### config.mk
export PLATFORM = sky130hd
export DESIGN_NAME = fp_add_arbiter_flat
export DESIGN_NICKNAME = d
export VERILOG_FILES = /design/src/rtl/fp_add_arbiter_if.sv /design/src/rtl/fp_add_arbiter.sv /design/src/flat_wrapper.sv
export SDC_FILE = /design/constraint.sdc
export NUM_CORES = 1
export LEC_CHECK = 0
export ABC_AREA = 1
export CORE_AREA = 3 3 154 156
export CTS_CLUSTER_SIZE = 20
export DETAILED_ROUTE_END_ITERATION = 6
export DIE_AREA = 0 0 157 159
export GPL_ROUTABILITY_DRIVEN = 0
export MAX_ROUTING_LAYER = met4
export PLACE_DENSITY = 0.63
export SETUP_SLACK_MARGIN = 0.05
export SLEW_MARGIN = 20
export SYNTH_ARGS = -nofsm -noshare
export SYNTH_HDL_FRONTEND = slang
export SYNTH_SLANG_ARGS = --single-unit
### constraint.sdc
create_clock -name clk -period 4.21 [get_ports clk]
set_input_delay 0.842 -clock clk [delete_from_list [all_inputs] [get_ports clk]]
set_output_delay 0.842 -clock clk [all_outputs]
set_load 0.005 [all_outputs]
### src/rtl/fp_add_arbiter_if.sv
// rtl/fp_add_arbiter_if.sv - request, shared-adder and response bundle for fp_add_arbiter
interface fp_add_arbiter_if #(
   parameter int N_REQ = 4,
   parameter int ID_W  = 2
);
   logic [N_REQ-1:0]    req_valid;
   logic [N_REQ-1:0]    req_ready;
   logic [32*N_REQ-1:0] req_a;
   logic [32*N_REQ-1:0] req_b;
   logic [31:0]         add_a;
   logic [31:0]         add_b;
   logic [31:0]         add_sum;
   logic                add_cout;
   logic                rsp_valid;
   logic                rsp_ready;
   logic [ID_W-1:0]     rsp_id;
   logic [31:0]         rsp_sum;
   logic                rsp_cout;
   logic                busy;

   modport slave (
      input  req_valid, req_a, req_b, add_sum, add_cout, rsp_ready,
      output req_ready, add_a, add_b, rsp_valid, rsp_id, rsp_sum, rsp_cout, busy
   );

   modport master (
      output req_valid, req_a, req_b, add_sum, add_cout, rsp_ready,
      input  req_ready, add_a, add_b, rsp_valid, rsp_id, rsp_sum, rsp_cout, busy
   );
endinterface

### src/rtl/fp_add_arbiter.sv
// rtl/fp_add_arbiter.sv - round-robin sharing of one FP adder among N_REQ requesters
module fp_add_arbiter #(
   parameter int N_REQ   = 4,
   parameter int ADD_LAT = 1,
   parameter int ID_W    = 2
) (
   input logic             clk,
   input logic             rst,
   fp_add_arbiter_if.slave bus
);
   localparam int CNT_W = (ADD_LAT > 1) ? $clog2(ADD_LAT) : 1;

   typedef enum logic [1:0] {IDLE, EXEC, RESP} state_t;

   state_t           state_q, state_d;
   logic [ID_W-1:0]  rr_ptr_q, rr_ptr_d;
   logic [ID_W-1:0]  id_q, id_d;
   logic [CNT_W-1:0] cnt_q, cnt_d;
   logic [31:0]      add_a_q, add_a_d;
   logic [31:0]      add_b_q, add_b_d;
   logic             rsp_valid_q, rsp_valid_d;
   logic [ID_W-1:0]  rsp_id_q, rsp_id_d;
   logic [31:0]      rsp_sum_q, rsp_sum_d;
   logic             rsp_cout_q, rsp_cout_d;

   logic [ID_W:0]    cand;
   logic [ID_W-1:0]  grant_idx;
   logic             grant_vld;

   // Search upward from rr_ptr with wrap; first valid requester wins.
   always_comb begin
      grant_vld = 1'b0;
      grant_idx = '0;
      cand      = '0;
      for (int k = 0; k < N_REQ; k++) begin
         cand = {1'b0, rr_ptr_q} + (ID_W+1)'(k);
         if (cand >= (ID_W+1)'(N_REQ)) begin
            cand = cand - (ID_W+1)'(N_REQ);
         end
         if (!grant_vld && bus.req_valid[cand[ID_W-1:0]]) begin
            grant_vld = 1'b1;
            grant_idx = cand[ID_W-1:0];
         end
      end
   end

   always_comb begin
      state_d     = state_q;
      rr_ptr_d    = rr_ptr_q;
      id_d        = id_q;
      cnt_d       = cnt_q;
      add_a_d     = add_a_q;
      add_b_d     = add_b_q;
      rsp_valid_d = rsp_valid_q;
      rsp_id_d    = rsp_id_q;
      rsp_sum_d   = rsp_sum_q;
      rsp_cout_d  = rsp_cout_q;
      case (state_q)
         IDLE: begin
            if (grant_vld) begin
               add_a_d  = bus.req_a[32*grant_idx +: 32];
               add_b_d  = bus.req_b[32*grant_idx +: 32];
               id_d     = grant_idx;
               rr_ptr_d = (grant_idx == ID_W'(N_REQ-1)) ? '0 : grant_idx + ID_W'(1);
               cnt_d    = CNT_W'(ADD_LAT-1);
               state_d  = EXEC;
            end
         end
         EXEC: begin
            if (cnt_q == '0) begin
               rsp_sum_d   = bus.add_sum;
               rsp_cout_d  = bus.add_cout;
               rsp_id_d    = id_q;
               rsp_valid_d = 1'b1;
               state_d     = RESP;
            end else begin
               cnt_d = cnt_q - CNT_W'(1);
            end
         end
         RESP: begin
            if (bus.rsp_ready) begin
               rsp_valid_d = 1'b0;
               state_d     = IDLE;
            end
         end
         default: state_d = IDLE;
      endcase
   end

   always_ff @(posedge clk) begin
      if (rst) begin
         state_q     <= IDLE;
         rr_ptr_q    <= '0;
         id_q        <= '0;
         cnt_q       <= '0;
         add_a_q     <= '0;
         add_b_q     <= '0;
         rsp_valid_q <= 1'b0;
         rsp_id_q    <= '0;
         rsp_sum_q   <= '0;
         rsp_cout_q  <= 1'b0;
      end else begin
         state_q     <= state_d;
         rr_ptr_q    <= rr_ptr_d;
         id_q        <= id_d;
         cnt_q       <= cnt_d;
         add_a_q     <= add_a_d;
         add_b_q     <= add_b_d;
         rsp_valid_q <= rsp_valid_d;
         rsp_id_q    <= rsp_id_d;
         rsp_sum_q   <= rsp_sum_d;
         rsp_cout_q  <= rsp_cout_d;
      end
   end

   // The accept pulse exists only while waiting in IDLE.
   assign bus.req_ready = (state_q == IDLE && grant_vld)
                          ? ({{(N_REQ-1){1'b0}}, 1'b1} << grant_idx) : '0;
   assign bus.add_a     = add_a_q;
   assign bus.add_b     = add_b_q;
   assign bus.rsp_valid = rsp_valid_q;
   assign bus.rsp_id    = rsp_id_q;
   assign bus.rsp_sum   = rsp_sum_q;
   assign bus.rsp_cout  = rsp_cout_q;
   assign bus.busy      = (state_q != IDLE);
endmodule
### src/flat_wrapper.sv
// flat-port wrapper written by rule: the top's interface ports become plain ports
module fp_add_arbiter_flat 
#(
   parameter int N_REQ   = 4,
   parameter int ADD_LAT = 1,
   parameter int ID_W    = 2
)
  (clk, rst, bus_req_valid, bus_req_a, bus_req_b, bus_add_sum, bus_add_cout, bus_rsp_ready, bus_req_ready, bus_add_a, bus_add_b, bus_rsp_valid, bus_rsp_id, bus_rsp_sum, bus_rsp_cout, bus_busy);
  fp_add_arbiter_if #(.N_REQ(N_REQ), .ID_W(ID_W)) bus_i ();
  input logic clk;
  input logic rst;
  input wire logic [$bits(bus_i.req_valid)-1:0] bus_req_valid;
  input wire logic [$bits(bus_i.req_a)-1:0] bus_req_a;
  input wire logic [$bits(bus_i.req_b)-1:0] bus_req_b;
  input wire logic [$bits(bus_i.add_sum)-1:0] bus_add_sum;
  input wire logic [$bits(bus_i.add_cout)-1:0] bus_add_cout;
  input wire logic [$bits(bus_i.rsp_ready)-1:0] bus_rsp_ready;
  output wire logic [$bits(bus_i.req_ready)-1:0] bus_req_ready;
  output wire logic [$bits(bus_i.add_a)-1:0] bus_add_a;
  output wire logic [$bits(bus_i.add_b)-1:0] bus_add_b;
  output wire logic [$bits(bus_i.rsp_valid)-1:0] bus_rsp_valid;
  output wire logic [$bits(bus_i.rsp_id)-1:0] bus_rsp_id;
  output wire logic [$bits(bus_i.rsp_sum)-1:0] bus_rsp_sum;
  output wire logic [$bits(bus_i.rsp_cout)-1:0] bus_rsp_cout;
  output wire logic [$bits(bus_i.busy)-1:0] bus_busy;
  assign bus_i.req_valid = bus_req_valid;
  assign bus_i.req_a = bus_req_a;
  assign bus_i.req_b = bus_req_b;
  assign bus_i.add_sum = bus_add_sum;
  assign bus_i.add_cout = bus_add_cout;
  assign bus_i.rsp_ready = bus_rsp_ready;
  assign bus_req_ready = bus_i.req_ready;
  assign bus_add_a = bus_i.add_a;
  assign bus_add_b = bus_i.add_b;
  assign bus_rsp_valid = bus_i.rsp_valid;
  assign bus_rsp_id = bus_i.rsp_id;
  assign bus_rsp_sum = bus_i.rsp_sum;
  assign bus_rsp_cout = bus_i.rsp_cout;
  assign bus_busy = bus_i.busy;
  fp_add_arbiter #(.N_REQ(N_REQ), .ADD_LAT(ADD_LAT), .ID_W(ID_W)) u_core (.clk(clk), .rst(rst), .bus(bus_i));
endmodule
==> results.ini, run 1 <==
[cts]
clk_latency_ps = 350
cts_buffer_depth = 2
post_cts_resized = 0
numCtsBuffers = 9
cts_max_level = 3
cts-hold-fix-buffers = 0
reg_clk_slew_reported_paths_ps = 80
post_cts_buffers = 0
root_buffer = clkbuf_16
cts_tree = built
cts_num_sinks = 106

[detailed_routing]
drt-vias-per-instance = 4.57
final_antenna_net_count = 0
detail_route.first_pass.iterations = 5
via_count = 8520
wire_per_inst_microns = 14.9
drt_iter0_markers = 463
totalWireLength_microns = 27700
drc = 0

[floorplanning]
placeable_core_area_sq_um = 22500
die-width_microns = 157
die-height_microns = 159
fp.dieArea_sq_um = 25000
floorplan.rows = 55
pin_count = 401
initial_utilization = 0.310

[setup_path]
critical_path_class = input pin to output pin
worst_path_fanout_max = 8
worst_ep_arrival_time_ps = 2870
critical_path.endpoint_type = output pin
crit_path_start_kind = input pin
critPathRequiredTime_ps = 3370

[global_route]
grt.total_usage = 0.220
number_of_antenna_violations_at_the_first_check_in_global_routing = 2
largest_net_degree_at_the_start_of_global_routing = 107
overflow_left_after_global_routing = 0
via_count_of_the_first_global_routing_pass = 7812
wire_length_of_the_first_global_routing_pass_microns = 42600

[timing]
min_period_over_period = 0.883
holdWs_ps = 465
worst_slew_margin_rel = 0.374
finalSetupTns_ps = 0
slew_violations = 0
finalWorstPathRequiredPeriod_ps = 3720
post-route-worst-setup-slack_ps = 494
rsz0062_at_grt = no
final.setup_skew_ps = 13.0
worst_slew_pin_slew_ps = 940
setup_violators_final = 0
timing_hold_violations_final = 0
fmax_mhz = 269

[power_and_ir_drop]
switchingPower_mw = 3.55
power_density_nw_per_um2 = 635
power.clock.fraction = 0.125
intPower_mw = 3.65
power.combinational.fraction = 0.664
power_frac_seq = 0.211
switching_share = 0.493
vdd.ir_drop.worst_uv = 564
total_leakage_power_nw = 5.57

[yosys]
postSynthNetCount = 1529
dominantRegCellSynth = dfxtp_1
synth_most_common_cell = nand2_1
asyncSetResetFlopFracSynth = 0
share_of_synthesized_area_occupied_by_flip_flops_and_latches = 0.304
syn_avg_cell_area_sq_um = 5.66
synth.top_cell.area_share = 0.304
ys_types = 25
synthTopCellsByCount = 273 x nand2_1, 248 x inv_1, 198 x nor2_1
number_of_enable_flip_flop_cells_after_synthesis = 0
synth.cell_area_sq_um = 6970
synth_largest_area_cell = dfxtp_1
synthesis.instances = 1233
synth.yosys.warnings = 0
yosys_register_bits = 106
ys_top_cells_by_area = dfxtp_1 30%, nand2_1 15%, inv_1 13%

[flow_run]
maxCapViolations = 0

[cells_and_area]
ratio_of_cells_with_drive_above_1_in_the_final_layout = 0.0260
post-route-util = 0.504
final_net_count = 1868
area_growth_pct = 62.6
finish.cell_count_without_fillers = 1864

[place]
placedCellCount = 1846
pre_cts_ws_ps = 519
hpwl_microns = 20000
portBuffers = 400

[worst_hold_path]
hold_path.class = register to register

[run_status]
status = finished clean

power by group through the flow:
stage	logic, mW	registers (mW)	clock network, mW
finish	4.78	1.52	0.899
floorplan	3.13	1.54	0
global route	5.39	1.56	0.970
CTS	4.82	1.52	0.938
global placement	4.78	1.53	0
detailed placement	4.80	1.54	0
cell usage in the layout, fill, tap and decap left out, types with 34 or more instances in the layout:
| cell type | n |
|---|---|
| nand4_1 | 72 |
| o21ai_0 | 51 |
| nand2_1 | 273 |
| o21ai_1 | 34 |
| nor2_1 | 198 |
| inv_1 | 247 |
| a21oi_1 | 38 |
| nand3_1 | 114 |
| clkdlybuf4s50_1 | 399 |
| dfxtp_1 | 106 |
logic make-up after synthesis:
| family | synth area share |
|---|---|
| buf+inv | 0.195 |
| simple gates | 0.409 |
| compound gates | 0.0913 |
| flops | 0.304 |
critical path, stage by stage:
cell             delay [ps]
clkdlybuf4s50_1         480
inv_1                    60
nand2_1                  80
nand3_1                 100
nand2_1                 120
nor2_2                   70
nand3_2                 110
nand2_2                 130
nor3_1                  290
clkdlybuf4s50_1         600
worst paths after layout:
path	start	end	slack [ps]	cells past startpoint
worst max-delay path	bus_req_valid[3]	bus_req_ready[1]	490	10
worst min-delay path	u_core.bus.rsp_sum[18]$_SDFFE_PP0P_	u_core.bus.rsp_sum[18]$_SDFFE_PP0P_	460	2
worst max register to register	u_core.rr_ptr_q[0]$_SDFFE_PP0P_	u_core.bus.add_a[11]$_SDFFE_PP0P_	1430	12
worst min register to register	u_core.bus.rsp_sum[18]$_SDFFE_PP0P_	u_core.bus.rsp_sum[18]$_SDFFE_PP0P_	460	2
flip-flops by register name, indices dropped and copies added, names as in the netlist:
name                  flops
u_core.bus.add_a         32
u_core.bus.add_b         32
u_core.bus.rsp_cout       1
u_core.bus.rsp_id         2
u_core.bus.rsp_sum       32
u_core.bus.rsp_valid      1
u_core.id_q               2
u_core.rr_ptr_q           2
u_core.state_q            2
final cells by class:
cell class,count,area [sq um]
Clock buffer,9,225
Timing Repair Buffer,413,4100
Fill cell,2363,11200
Multi-Input combinational cell,791,3500
Inverter,251,946
Antenna cell,2,5.00
Clock inverter,7,88.8
Tap cell,285,357
Sequential cell,106,2120
metrics by stage:
step	power (mW)	instance area (sq um)
global route	7.92	11300
global placement	6.31	11000
floorplan	4.67	6970
finish	7.20	11300
detailed placement	6.34	11000
CTS	7.28	11300
layer usage:
metal,share of wire,up-vias,GRT usage
met4,0.028,0,0.0712
met5,0,-,-
met2,0.49,275,0.365
li1,-,4464,-
met1,0.42,3733,0.266
met3,0.064,48,0.0446
Power figures use the tool's default switching activity.
==> inputs of run 2 (changes only) <==
--- a/config.mk
+++ b/config.mk
@@ -6,13 +6,14 @@
 export NUM_CORES = 1
 export LEC_CHECK = 0
 export ABC_AREA = 1
-export CORE_AREA = 3 3 154 156
+export CORE_AREA = 3 3 153 155
+export CTS_BUF_LIST = sky130_fd_sc_hd__clkbuf_8
 export CTS_CLUSTER_SIZE = 20
 export DETAILED_ROUTE_END_ITERATION = 6
-export DIE_AREA = 0 0 157 159
+export DIE_AREA = 0 0 156 158
 export GPL_ROUTABILITY_DRIVEN = 0
 export MAX_ROUTING_LAYER = met4
-export PLACE_DENSITY = 0.63
+export PLACE_DENSITY = 0.64
 export SETUP_SLACK_MARGIN = 0.05
 export SLEW_MARGIN = 20
 export SYNTH_ARGS = -nofsm -noshare
==> results.ini, run 2 (synthesis gave the netlist of run 1 again) <==
[setup_path]
crit_path_start_kind = input pin  ; unchanged
critPathRequiredTime_ps = 3370  ; about the same
worst_path_fanout_max = 8  ; unchanged
critical_path_class = input pin to output pin  ; unchanged
worst_ep_arrival_time_ps = 2860  ; was 2870 ps
critical_path.endpoint_type = output pin  ; unchanged

[cts]
numCtsBuffers = 9  ; unchanged
post_cts_resized = 0  ; unchanged
reg_clk_slew_reported_paths_ps = 130  ; was 80 ps
cts_buffer_depth = 2  ; unchanged
cts_max_level = 3  ; unchanged
cts_tree = built  ; unchanged
post_cts_buffers = 0  ; unchanged
clk_latency_ps = 390  ; was 350 ps
root_buffer = clkbuf_8  ; was clkbuf_16
cts-hold-fix-buffers = 0  ; unchanged
cts_num_sinks = 106  ; unchanged

[place]
pre_cts_ws_ps = 511  ; was 519 ps
placed_area_sq_um = 11000  ; about the same
portBuffers = 400  ; unchanged
hpwl_microns = 20100  ; was 20,000 microns

[timing]
worst_slew_margin_rel = 0.340  ; was 0.374
timing_hold_violations_final = 0  ; unchanged
min_period_over_period = 0.880  ; was 0.883
slew_violations = 0  ; unchanged
rsz0062_at_grt = no  ; unchanged
fmax_mhz = 270  ; was 269 MHz
holdWs_ps = 472  ; was 465 ps
finalWorstPathRequiredPeriod_ps = 3700  ; was 3720 ps
setup_violators_final = 0  ; unchanged
finalSetupTns_ps = 0  ; unchanged
worst_slew_pin_slew_ps = 991  ; was 940 ps
final.setup_skew_ps = 11.7  ; was 13.0 ps
post-route-worst-setup-slack_ps = 505  ; was 494 ps

[detailed_routing]
drt_iter0_markers = 584  ; was 463
wire_per_inst_microns = 14.9  ; about the same
totalWireLength_microns = 27800  ; was 27,700 microns
final_antenna_net_count = 0  ; unchanged
detail_route.first_pass.iterations = 5  ; unchanged
drt-vias-per-instance = 4.60  ; was 4.57
drc = 0  ; unchanged
via_count = 8550  ; was 8,520

[global_route]
grt_use_met1 = 0.260  ; was 0.266
wire_length_of_the_first_global_routing_pass_microns = 41800  ; was 42,600 microns
grt.total_usage = 0.218  ; was 0.220
gr-usage-met3 = 0.0525  ; was 0.0446
number_of_antenna_violations_at_the_first_check_in_global_routing = 1  ; was 2
via_count_of_the_first_global_routing_pass = 7872  ; was 7,812
global_route.peak_usage_layer = met2  ; unchanged
grt.met2_usage = 0.360  ; was 0.365
largest_net_degree_at_the_start_of_global_routing = 116  ; was 107
overflow_left_after_global_routing = 0  ; unchanged

[floorplanning]
floorplan.rows = 54  ; was 55
placeable_core_area_sq_um = 22000  ; was 22,500 sq um
die-height_microns = 158  ; was 159 microns
fp.dieArea_sq_um = 24600  ; was 25,000 sq um
die-width_microns = 156  ; was 157 microns
pin_count = 401  ; unchanged
initial_utilization = 0.318  ; was 0.310

[power_and_ir_drop]
vdd.ir_drop.worst_uv = 707  ; was 564 uV
power_density_nw_per_um2 = 622  ; was 635 nW/um^2
total_leakage_power_nw = 5.53  ; was 5.57 nW
design_power_total_mw = 6.99  ; was 7.20 mW

[cells_and_area]
area_growth_pct = 61.2  ; was 62.6%
fillcell_total = 2301  ; was 2,363
finalInstanceArea_sq_um = 11200  ; was 11,300 sq um
layout_common_cells = 399 x clkdlybuf4s50_1, 273 x nand2_1, 247 x inv_1  ; unchanged
layout_commonest_cell = clkdlybuf4s50_1  ; unchanged
final_net_count = 1869  ; was 1,868
ratio_of_cells_with_drive_above_1_in_the_final_layout = 0.0266  ; was 0.0260

[flow_run]
maxCapViolations = 0  ; unchanged

[worst_hold_path]
hold_path.class = register to register  ; unchanged

[run_status]
status = finished clean  ; unchanged

-- run 2: final cells by class --
class	instances	area [sq um]	area share
diodes	1	2.50	0.000223
clock buffers	9	124	0.0110
clock inverters	7	88.8	0.00791
inverters	251	946	0.0842
multi-input cells	791	3500	0.311
flip-flops and latches	106	2120	0.189
well taps	280	350	0.0312
repair buffers	414	4110	0.365
-- run 2: final timing paths --
kind                              startpoint                                 to  slack [ps]  cells past startpoint
max reg2reg  u_core.rr_ptr_q[0]$_SDFFE_PP0P_   u_core.bus.add_b[9]$_SDFFE_PP0P_        1320                     13
max                         bus_req_valid[0]                   bus_req_ready[1]         510                     10
min              u_core.id_q[0]$_SDFFE_PP0P_  u_core.bus.rsp_id[0]$_SDFFE_PP0P_         470                      2
min reg2reg      u_core.id_q[0]$_SDFFE_PP0P_  u_core.bus.rsp_id[0]$_SDFFE_PP0P_         470                      2
-- run 2: power by group --
group	total, mW	switching [mW]	internal, mW
Sequential	1.52	0.180	1.34
Clock	0.690	0.444	0.246
Combinational	4.78	2.90	1.88
Total	6.99	3.52	3.46
-- run 2: metal layers --
layer | wire [microns] | vias up
met5 | 0 | -
met4 | 845 | 0
met3 | 1880 | 45
met2 | 13700 | 289
met1 | 11400 | 3760
li1 | - | 4456
-- run 2: stage by stage --
stage | cells | util
final | 1859 | 0.512
after global routing | 1859 | 0.512
after CTS | 1858 | 0.512
after detailed placement | 1842 | 0.502
after global placement | 1842 | 0.502
after floorplan | 1233 | -
-- run 2: worst max-delay path: stages --
cell             delay (ps)
clkdlybuf4s50_1         490
inv_1                    60
nand2_1                  80
nand3_1                  80
nand2_1                 120
inv_1                    80
nand3_2                 130
nand2_2                 130
nor3_1                  260
clkdlybuf4s50_1         590
==> inputs of run 3 (changes only) <==
--- a/config.mk
+++ b/config.mk
@@ -19,3 +19,4 @@
 export SYNTH_ARGS = -nofsm -noshare
 export SYNTH_HDL_FRONTEND = slang
 export SYNTH_SLANG_ARGS = --single-unit
+export TNS_END_PERCENT = 50
==> results of run 3 <==
Same layout as run 2: the final DEF is identical, and so are final timing and power.
